===== src/rtl/led_tx_pkg.sv =====
// Shared LED defines: default WS2812-style timing at 50 MHz, pixel width and the wire-order helper.
// Optional build macro LED_TX_GRB_EN selects {G,R,B} wire order instead of i_data as given.
package led_tx_pkg;

  localparam int LED_T0H     = 20;
  localparam int LED_T1H     = 40;
  localparam int LED_TBIT    = 63;
  localparam int LED_TRET    = 2600;
  localparam int LED_PIXEL_W = 24;
  localparam int LED_CNT_W   = 16;

  typedef enum logic [1:0] {
    ST_IDLE = 2'd0,
    ST_HIGH = 2'd1,
    ST_LOW  = 2'd2,
    ST_RET  = 2'd3
  } led_state_e;

  function automatic logic [LED_PIXEL_W-1:0] wire_order(input logic [LED_PIXEL_W-1:0] pixel);
`ifdef LED_TX_GRB_EN
    return {pixel[15:8], pixel[23:16], pixel[7:0]};
`else
    return pixel;
`endif
  endfunction

endpackage


===== src/rtl/led_tx_if.sv =====
// Pixel handshake bundle between a pixel source (master) and led_tx (slave).
interface led_tx_if;
  import led_tx_pkg::*;

  logic [LED_PIXEL_W-1:0] i_data;
  logic                   i_last;
  logic                   i_valid;
  logic                   o_ready;

  modport master (output i_data, output i_last, output i_valid, input o_ready);
  modport slave  (input i_data, input i_last, input i_valid, output o_ready);

endinterface


===== src/rtl/led_bit_timer.sv =====
// One-bit waveform timer: after a start pulse it spends T1H/T0H cycles high, then the rest of
// TBIT low, and strobes bit_done on the last cycle of the period.
module led_bit_timer
  import led_tx_pkg::*;
#(
  parameter int T0H  = LED_T0H,
  parameter int T1H  = LED_T1H,
  parameter int TBIT = LED_TBIT
) (
  input  logic clk,
  input  logic rst,
  input  logic start,
  input  logic bit_val,
  output logic high,
  output logic bit_done
);

  localparam logic [LED_CNT_W-1:0] HIGH0    = LED_CNT_W'(T0H);
  localparam logic [LED_CNT_W-1:0] HIGH1    = LED_CNT_W'(T1H);
  localparam logic [LED_CNT_W-1:0] LAST_CYC = LED_CNT_W'(TBIT - 1);

  logic [LED_CNT_W-1:0] cnt_r;
  logic                 active_r;
  logic                 bit_r;
  logic [LED_CNT_W-1:0] high_len_s;

  assign high_len_s = bit_r ? HIGH1 : HIGH0;
  assign high       = active_r && (cnt_r < high_len_s);
  assign bit_done   = active_r && (cnt_r == LAST_CYC);

  // Period counter; a start on the bit_done cycle chains the next bit with no gap.
  always_ff @(posedge clk) begin
    if (rst) begin
      cnt_r    <= '0;
      active_r <= 1'b0;
      bit_r    <= 1'b0;
    end else if (start) begin
      cnt_r    <= '0;
      active_r <= 1'b1;
      bit_r    <= bit_val;
    end else if (bit_done) begin
      cnt_r    <= '0;
      active_r <= 1'b0;
      bit_r    <= bit_r;
    end else if (active_r) begin
      cnt_r    <= cnt_r + LED_CNT_W'(1);
      active_r <= 1'b1;
      bit_r    <= bit_r;
    end else begin
      cnt_r    <= cnt_r;
      active_r <= 1'b0;
      bit_r    <= bit_r;
    end
  end

endmodule


===== src/rtl/led_tx.sv =====
// Single-wire addressable-LED transmitter: holding + shift register, IDLE/HIGH/LOW/RET sequencer.
// Build macro LED_TX_GRB_EN (see led_tx_pkg) reorders pixels to {G,R,B} on the wire.
module led_tx
  import led_tx_pkg::*;
#(
  parameter int T0H  = LED_T0H,
  parameter int T1H  = LED_T1H,
  parameter int TBIT = LED_TBIT,
  parameter int TRET = LED_TRET
) (
  input  logic    i_clk,
  input  logic    i_rst,
  led_tx_if.slave px,
  output logic    o_serial,
  output logic    o_busy,
  output logic    o_frame_done
);

  localparam logic [LED_CNT_W-1:0] RET_END  = LED_CNT_W'(TRET - 1);
  localparam logic [4:0]           LAST_BIT = 5'(LED_PIXEL_W - 1);

  if ((T0H >= T1H) || (T1H >= TBIT) || (TRET < TBIT)) begin : g_bad_timing
    $error("led_tx: timing must satisfy T0H < T1H < TBIT <= TRET");
  end

  led_state_e             state_r;
  logic [LED_PIXEL_W-1:0] hold_data_r;
  logic                   hold_last_r;
  logic                   hold_full_r;
  logic [LED_PIXEL_W-1:0] shift_r;
  logic                   shift_last_r;
  logic [4:0]             bit_cnt_r;
  logic [LED_CNT_W-1:0]   ret_cnt_r;
  logic                   ready_r;
  logic                   serial_r;
  logic                   frame_done_r;

  logic                   accept_s;
  logic                   load_s;
  logic                   start_s;
  logic                   start_bit_s;
  logic                   tmr_high_s;
  logic                   tmr_done_s;
  logic [LED_PIXEL_W-1:0] hold_wire_s;

  assign hold_wire_s  = wire_order(hold_data_r);
  assign accept_s     = px.i_valid && ready_r;
  assign px.o_ready   = ready_r;
  assign o_serial     = serial_r;
  assign o_frame_done = frame_done_r;
  assign o_busy       = (state_r != ST_IDLE) || hold_full_r;

  led_bit_timer #(
    .T0H  (T0H),
    .T1H  (T1H),
    .TBIT (TBIT)
  ) u_timer (
    .clk      (i_clk),
    .rst      (i_rst),
    .start    (start_s),
    .bit_val  (start_bit_s),
    .high     (tmr_high_s),
    .bit_done (tmr_done_s)
  );

  // Decide when the timer starts a bit and whether that bit comes from a freshly loaded pixel.
  always_comb begin
    load_s  = 1'b0;
    start_s = 1'b0;
    case (state_r)
      ST_IDLE: begin
        if (hold_full_r) begin
          load_s  = 1'b1;
          start_s = 1'b1;
        end else begin
          load_s  = 1'b0;
          start_s = 1'b0;
        end
      end
      ST_HIGH, ST_LOW: begin
        if (tmr_done_s && (bit_cnt_r != LAST_BIT)) begin
          load_s  = 1'b0;
          start_s = 1'b1;
        end else if (tmr_done_s && hold_full_r) begin
          load_s  = 1'b1;
          start_s = 1'b1;
        end else begin
          load_s  = 1'b0;
          start_s = 1'b0;
        end
      end
      ST_RET: begin
        if ((ret_cnt_r == RET_END) && hold_full_r) begin
          load_s  = 1'b1;
          start_s = 1'b1;
        end else begin
          load_s  = 1'b0;
          start_s = 1'b0;
        end
      end
      default: begin
        load_s  = 1'b0;
        start_s = 1'b0;
      end
    endcase
    start_bit_s = load_s ? hold_wire_s[LED_PIXEL_W-1] : shift_r[LED_PIXEL_W-2];
  end

  // Sequencer, storage and registered outputs. Serial follows the timer phase one cycle late.
  always_ff @(posedge i_clk) begin
    if (i_rst) begin
      state_r      <= ST_IDLE;
      hold_data_r  <= '0;
      hold_last_r  <= 1'b0;
      hold_full_r  <= 1'b0;
      shift_r      <= '0;
      shift_last_r <= 1'b0;
      bit_cnt_r    <= 5'd0;
      ret_cnt_r    <= '0;
      ready_r      <= 1'b0;
      serial_r     <= 1'b0;
      frame_done_r <= 1'b0;
    end else begin
      serial_r     <= tmr_high_s;
      frame_done_r <= 1'b0;
      ready_r      <= !(accept_s || (hold_full_r && !load_s));

      if (accept_s) begin
        hold_data_r <= px.i_data;
        hold_last_r <= px.i_last;
        hold_full_r <= 1'b1;
      end else if (load_s) begin
        hold_full_r <= 1'b0;
      end

      if (load_s) begin
        shift_r      <= hold_wire_s;
        shift_last_r <= hold_last_r;
        bit_cnt_r    <= 5'd0;
      end else if (start_s) begin
        shift_r   <= {shift_r[LED_PIXEL_W-2:0], 1'b0};
        bit_cnt_r <= bit_cnt_r + 5'd1;
      end

      case (state_r)
        ST_IDLE: begin
          if (load_s) begin
            state_r <= ST_HIGH;
          end
        end
        ST_HIGH, ST_LOW: begin
          if (tmr_done_s) begin
            if (start_s) begin
              state_r <= ST_HIGH;
            end else if (shift_last_r) begin
              state_r   <= ST_RET;
              ret_cnt_r <= '0;
            end else begin
              state_r <= ST_IDLE;
            end
          end else begin
            state_r <= tmr_high_s ? ST_HIGH : ST_LOW;
          end
        end
        ST_RET: begin
          if (ret_cnt_r == RET_END) begin
            frame_done_r <= 1'b1;
            ret_cnt_r    <= '0;
            state_r      <= load_s ? ST_HIGH : ST_IDLE;
          end else begin
            ret_cnt_r <= ret_cnt_r + LED_CNT_W'(1);
          end
        end
        default: state_r <= ST_IDLE;
      endcase
    end
  end

endmodule


===== src/flat_wrapper.sv =====
// flat-port wrapper written by rule: the top's interface ports become plain ports
module led_tx_flat import led_tx_pkg::*;
#(
  parameter int T0H  = LED_T0H,
  parameter int T1H  = LED_T1H,
  parameter int TBIT = LED_TBIT,
  parameter int TRET = LED_TRET
)
  (i_clk, i_rst, o_serial, o_busy, o_frame_done, px_i_data, px_i_last, px_i_valid, px_o_ready);
  led_tx_if px_i ();
  input  logic i_clk;
  input  logic i_rst;
  output logic o_serial;
  output logic o_busy;
  output logic o_frame_done;
  input wire logic [$bits(px_i.i_data)-1:0] px_i_data;
  input wire logic [$bits(px_i.i_last)-1:0] px_i_last;
  input wire logic [$bits(px_i.i_valid)-1:0] px_i_valid;
  output wire logic [$bits(px_i.o_ready)-1:0] px_o_ready;
  assign px_i.i_data = px_i_data;
  assign px_i.i_last = px_i_last;
  assign px_i.i_valid = px_i_valid;
  assign px_o_ready = px_i.o_ready;
  led_tx #(.T0H(T0H), .T1H(T1H), .TBIT(TBIT), .TRET(TRET)) u_core (.i_clk(i_clk), .i_rst(i_rst), .px(px_i), .o_serial(o_serial), .o_busy(o_busy), .o_frame_done(o_frame_done));
endmodule

===== config.mk =====
export PLATFORM = sky130hd
export DESIGN_NAME = led_tx_flat
export DESIGN_NICKNAME = d
export VERILOG_FILES = /design/src/rtl/led_tx_pkg.sv /design/src/rtl/led_tx_if.sv /design/src/rtl/led_bit_timer.sv /design/src/rtl/led_tx.sv /design/src/flat_wrapper.sv
export SDC_FILE = /design/constraint.sdc
export NUM_CORES = 1
export LEC_CHECK = 0
export BUFFER_PORTS_ARGS = -buffer_cell sky130_fd_sc_hd__buf_2
export CAP_MARGIN = 20
export CELL_PAD_IN_SITES_DETAIL_PLACEMENT = 1
export CELL_PAD_IN_SITES_GLOBAL_PLACEMENT = 1
export CORE_ASPECT_RATIO = 1.25
export CORE_MARGIN = 1.5
export CORE_UTILIZATION = 48
export CTS_CLUSTER_DIAMETER = 200
export CTS_CLUSTER_SIZE = 12
export DETAILED_ROUTE_END_ITERATION = 8
export MAX_ROUTING_LAYER = met4
export PLACE_DENSITY_LB_ADDON = 0.12
export SLEW_MARGIN = 20
export SYNTH_ARGS = -nofsm -noshare
export SYNTH_HDL_FRONTEND = slang
export SYNTH_SLANG_ARGS = --single-unit

===== constraint.sdc =====
create_clock -name i_clk -period 3.7 [get_ports i_clk]
set_input_delay 1.11 -clock i_clk [delete_from_list [all_inputs] [get_ports i_clk]]
set_output_delay 1.11 -clock i_clk [all_outputs]
set_load 0.005 [all_outputs]

[Yosys cells after proc, flatten, opt, wreduce, memory -nomap -nowiden]
Index checks and enable logic that the tools add are counted.
W data, S select, Z words.
Word-level totals
  bits in registers: 94
  input port bits: 28
  output and inout port bits: 4
  word-level logic and storage cells: 82
Operators by class
  add/sub/neg operators: 3
  magnitude comparators: 1
  equality and inequality tests: 11
  mux-type cells: 30
  bitwise gates (word level): 1
  reductions and logical operators: 22
Operators with widths (count)
  $mux W16: 4
  $mux W23: 2
  $add A16 B1 Y16 const B: 2
  $pmux W16 S2: 1
  $eq A16 B12 Y1 const B: 1
  $eq A16 B6 Y1 const B: 1
  $lt A16 B16 Y1: 1
  $mux W1: 13
  $mux W2: 6
  $ne A2 B1 Y1 const B: 4
  $reduce_bool A2 Y1: 4
  $logic_and A1 B1 Y1: 7
  $mux W6: 1
  $pmux W1 S3: 2
  $pmux W2 S3: 1
  $reduce_or A2 Y1: 3
  $add A5 B1 Y5 const B: 1
  $ne A5 B5 Y1 const B: 1
  $eq A2 B2 Y1 const B: 2
  $reduce_and A4 Y1: 1
  $reduce_or A3 Y1: 1
  $eq A2 B1 Y1 const B: 1
  $logic_not A1 Y1: 2
  $logic_not A2 Y1: 1
  4 further kinds: 5

[Longest topological paths before layout]
  word-level depth: 10
  mapped depth: 10
  gate-level depth less buffers: 8

[Modules after synthesis]
Synthesis repeated with hierarchy kept, for this count alone.
Second synthesis, totals
  cell total of the unflattened synthesis: 477
  area, all modules: 4242.8 sq um
Modules (own cells, without submodules)
  led_tx: instances 1, cells each 371, area each 3259.4 sq um, seq. area each 1521.5 sq um
  led_bit_timer: instances 1, cells each 106, area each 983.4 sq um, seq. area each 360.3 sq um

[Worst setup path before layout]
No wires, ideal clock.
  kind: input port to flip-flop
  start point: input port i_rst
  end point: register u_core.u_timer.cnt_r[10]
  library setup time: 117 ps
  data arrival time: 2134 ps
  required time: 3583 ps
  setup slack: 1449 ps
  stages: 6
  path buffers: 2
  path through: clkbuf_1 -> clkinv_1 -> and2_1 -> nand2_1 -> buf_2 -> nor2_1
Between the ends
  longest elaborated chain between the ends: 1
RTL lines
  from (decl): RTL line flat_wrapper.sv:12  | input logic i_rst;
  $reduce_or A3 Y1 (no line)
  to (signal assigned): RTL line led_bit_timer.sv:46  | cnt_r <= cnt_r + LED_CNT_W'(1);
  to (signal assigned): RTL line led_bit_timer.sv:50  | cnt_r <= cnt_r;
  to (decl): RTL line led_bit_timer.sv:22  | logic [LED_CNT_W-1:0] cnt_r;
No other way between the ends.
A chain may end at the register's enable or synchronous reset.

[Final worst setup path]
  start point: register u_core.state_r[1]
  end point: register u_core.shift_r[17]
Between the ends
  longest elaborated chain between the ends: 4
  elaborated cells between the ends (all ways): 9
  those cells by class: eq/ne (3); mux (3); reduce/logical (3)
RTL lines
  from (decl): RTL line led_tx.sv:26  | led_state_e state_r;
  from (signal assigned): RTL line led_tx.sv:162  | state_r <= tmr_high_s ? ST_HIGH : ST_LOW;
  from (signal assigned): RTL line led_tx.sv:169  | state_r <= load_s ? ST_HIGH : ST_IDLE;
  $eq A2 B1 Y1 or $eq A2 B2 Y1 (tied branches): RTL line led_tx.sv:70  | case (state_r)
  $reduce_or A2 Y1: RTL line led_tx.sv:70
  $pmux W1 S3: RTL line led_tx.sv:70
  $mux W23 or $reduce_bool A2 Y1 (tied branches)
  to (signal assigned): RTL line led_tx.sv:137  | shift_r <= hold_wire_s;
  to (signal assigned): RTL line led_tx.sv:141  | shift_r <= {shift_r[LED_PIXEL_W-2:0], 1'b0};
  to (decl): RTL line led_tx.sv:30  | logic [LED_PIXEL_W-1:0] shift_r;
Several ways; a longest one is shown, not always the timed one.

==> flow_metrics.tcl <==
set metrics [dict create \
    run_status "completed" \
    routabilityCongestion 0.909 \
    first_global_vias 3833 \
    crit_family "simple AND/OR/NAND/NOR gates" \
    cts_num_sinks 94 \
    critPathSlowestCell "and2_1" \
    final-max-slew-violation-count 0 \
    synth_nets 567 \
    cts.repair.resized 0 \
    setup-tns-final_ns 0 \
    critical_path.max_stage_delay_ns 0.94 \
    drt_first_iter_violations 211 \
    timing.fmax_mhz 328 \
    finalCritPeriodShare 0.824 \
    worstSetupPathType "reg -> reg" \
    setup.worst_path.start_class "flop" \
    layout-drive-gt1-share 0.103 \
    hp-class "reg -> reg" \
    die_width_microns 88.1 \
    worst_hold_slack_ns 0.451 \
    number_of_antenna_violations_at_the_first_check_in_global_routing 0 \
    dpl_cell_area_sq_um 4510 \
    finish.net_count 576 \
    maximum_vdd_drop_mv 0.223 \
    layout_area_growth_over_synthesis_pct 8.17 \
    ports_placed_on_the_boundary 32 \
    htree_num_levels 3 \
    synth_area_sq_um 4350 \
    worstPathMaxFanout 29 \
    floorplan.initialDensity 0.497 \
    number_of_nets_still_failing_antenna_checks_after_routing 0 \
    cts_made_buffers 9 \
    tightest_slew_ns 1.09 \
    setup_violations 0 \
    drt_drc_violations_left 0 \
    first_pass_iteration_count_of_the_detailed_router 4 \
    worstPathArrival_ns 3.34 \
    total_leakage_power_nw 1.65 \
    max_capacitance_violation_total 0 \
    netlist_instances 529 \
    synth_cell_type_count 57 \
    timing.critical_path.depth 7 \
    relSlewSlack 0.276 \
    sequential_element_share_of_the_synthesized_area 0.433 \
    holdBufCountCts 0 \
    crit_chain "ha_1 -> and4b_1 -> and4_1 -> o21ai_1 -> and2_1 -> a22oi_1 -> a21oi_1" \
    critical_path_buf_inv_count 0 \
    vias_per_cell 5.82 \
    cts.path.max_buffers 2 \
    end_kind "flop" \
    route.vias.total 3858 \
    clock_tree_root "clkbuf_8" \
    groute.usage.overall 0.243 \
    rsz0062_at_grt "false" \
    fp-row-count 38 \
    core_sq_um 8750 \
    clock_insertion_delay_worst_skew_ns 0.37 \
    io_buffers 31 \
    grt_max_degree 54 \
    die-area_sq_um 9640 \
    cts_setup_buffers 0 \
    post_synth_edffs 0 \
    sum_of_routed_wire_length_over_all_layers_microns 10500 \
    required_ns 4.00 \
    grt-ovfl-total 0 \
    dominantRegCellSynth "dfxtp_1" \
    clock_skew_ns 0.0125 \
    period_minus_slack_ns 3.05 \
    design_area_sq_um 4700 \
    synth.ff_latch_count 94 \
    vertical_die_dimension_microns 109 \
    synthesis.yosys.warnings 0 \
    dpl.hpwl_microns 7380 \
    routed_wire_length_per_instance_microns 15.9 \
    synth.avg_cell_area_sq_um 8.22 \
    n_antenna_cell 0 \
    reg2reg_path_depth 7 \
    p_total_mw 1.91 \
    power_per_cell_area_nw_per_um2 405 \
    clk_pin_slew_ns 0.10 \
    whs_path_depth 2 \
    hold_viol_final 0 \
    first_pass_grt_wire_length_microns 18100 \
    ys_async_sr_fraction 0 \
    clock_tree_from_tritoncts "done" \
]
## synth_stat cells (4+ instances only)
library cell | number | share of area
a211oi_1 | 5 | 0.0086
a21oi_1 | 64 | 0.074
a22oi_1 | 21 | 0.036
a311oi_1 | 4 | 0.0081
a31oi_1 | 5 | 0.0072
and2_1 | 10 | 0.014
and3_1 | 10 | 0.014
and4_1 | 4 | 0.0081
buf_2 | 6 | 0.0069
clkbuf_1 | 23 | 0.020
dfxtp_1 | 94 | 0.43
ha_1 | 10 | 0.029
inv_1 | 8 | 0.0069
nand2_1 | 102 | 0.088
nand3_1 | 21 | 0.024
nand4_1 | 9 | 0.013
nor2_1 | 34 | 0.029
nor3_1 | 4 | 0.0046
nor4_1 | 4 | 0.0058
o211ai_1 | 5 | 0.0086
o21ai_0 | 14 | 0.016
or3_1 | 5 | 0.0072
xnor2_1 | 4 | 0.0081
xor2_1 | 12 | 0.024
## kinds of logic after synthesis
| group | share of synthesized area |
|---|---|
| XOR/XNOR | 0.0322 |
| flip-flops | 0.433 |
| multiplexers | 0.0121 |
| AND/OR/NAND/NOR | 0.251 |
| buffers and inverters | 0.0423 |
| AO/OA/AOI/OAI | 0.201 |
| adder cells (fa/ha/maj) | 0.0288 |
## cell usage in the layout (no fill, tap or decap), drive strengths merged, types with 4 or more instances in the layout
master  instances
and4            4
a311oi          4
nand2         102
nor3            4
and3           11
a31oi           5
ha             10
dfxtp          94
inv             9
xnor2           4
xor2           12
nor2           34
clkbuf         11
a211oi          5
buf            32
or3             5
a22oi          21
nand3          22
and2           11
o21ai          15
o211ai          5
a21oi          64
nand4           9
nor4            5
## registers in the layout, summed over array words and instances (netlist names)
name / cells
u_core.px.o_ready: 1
u_core.hold_last_r: 1
u_core.u_timer.active_r: 1
u_core.u_timer.cnt_r: 16
u_core.bit_cnt_r: 5
u_core.hold_full_r: 1
u_core.hold_data_r: 24
u_core.o_frame_done: 1
u_core.shift_r: 23
u_core.o_serial: 1
u_core.u_timer.bit_r: 1
u_core.state_r: 2
u_core.shift_last_r: 1
u_core.ret_cnt_r: 16
## path summary, 6_finish.rpt
path | end | slack, ns | startpoint
worst max register to register | u_core.shift_r[17] | 0.65 | u_core.state_r[1]
worst max-delay path | u_core.shift_r[17] | 0.65 | u_core.state_r[1]
worst min-delay path | u_core.shift_r[10] | 0.45 | u_core.shift_r[9]
worst min register to register | u_core.shift_r[10] | 0.45 | u_core.shift_r[9]
## power by group
part,total (mW),switching (mW),internal (mW)
Combinational,0.186,0.121,0.0658
Clock,0.662,0.376,0.286
Sequential,1.06,0.0198,1.04
Total,1.91,0.516,1.39
## cell type report
cell class,instances,area (sq um)
repair buffers,32,163
well taps,120,150
flip-flops and latches,94,1880
clock inverters,5,41.3
fillers,1114,4040
inverters,9,33.8
clock buffers,11,151
multi-input cells,392,2280
## per-layer routing
metal,track usage,wire (microns),up-vias
li1,-,-,1902
met1,0.289,4610,1866
met2,0.413,5380,71
met3,0.0323,323,19
met4,0.0993,204,0
met5,-,0,-
## worst min-delay path: stages (launching register included)
cell and delay [ns]:
dfxtp_1 0.32, nand2_1 0.05, a21oi_1 0.05
## metrics by stage
stage,setup WS [ns],utilization,std cells
after CTS,0.643,0.538,663
final,0.652,0.538,663
after global placement,0.791,0.516,647
after detailed placement,0.677,0.516,647
after global routing,0.354,0.538,663
after floorplan,1.45,-,529
Note: power is estimated with default switching activity, not from simulation.
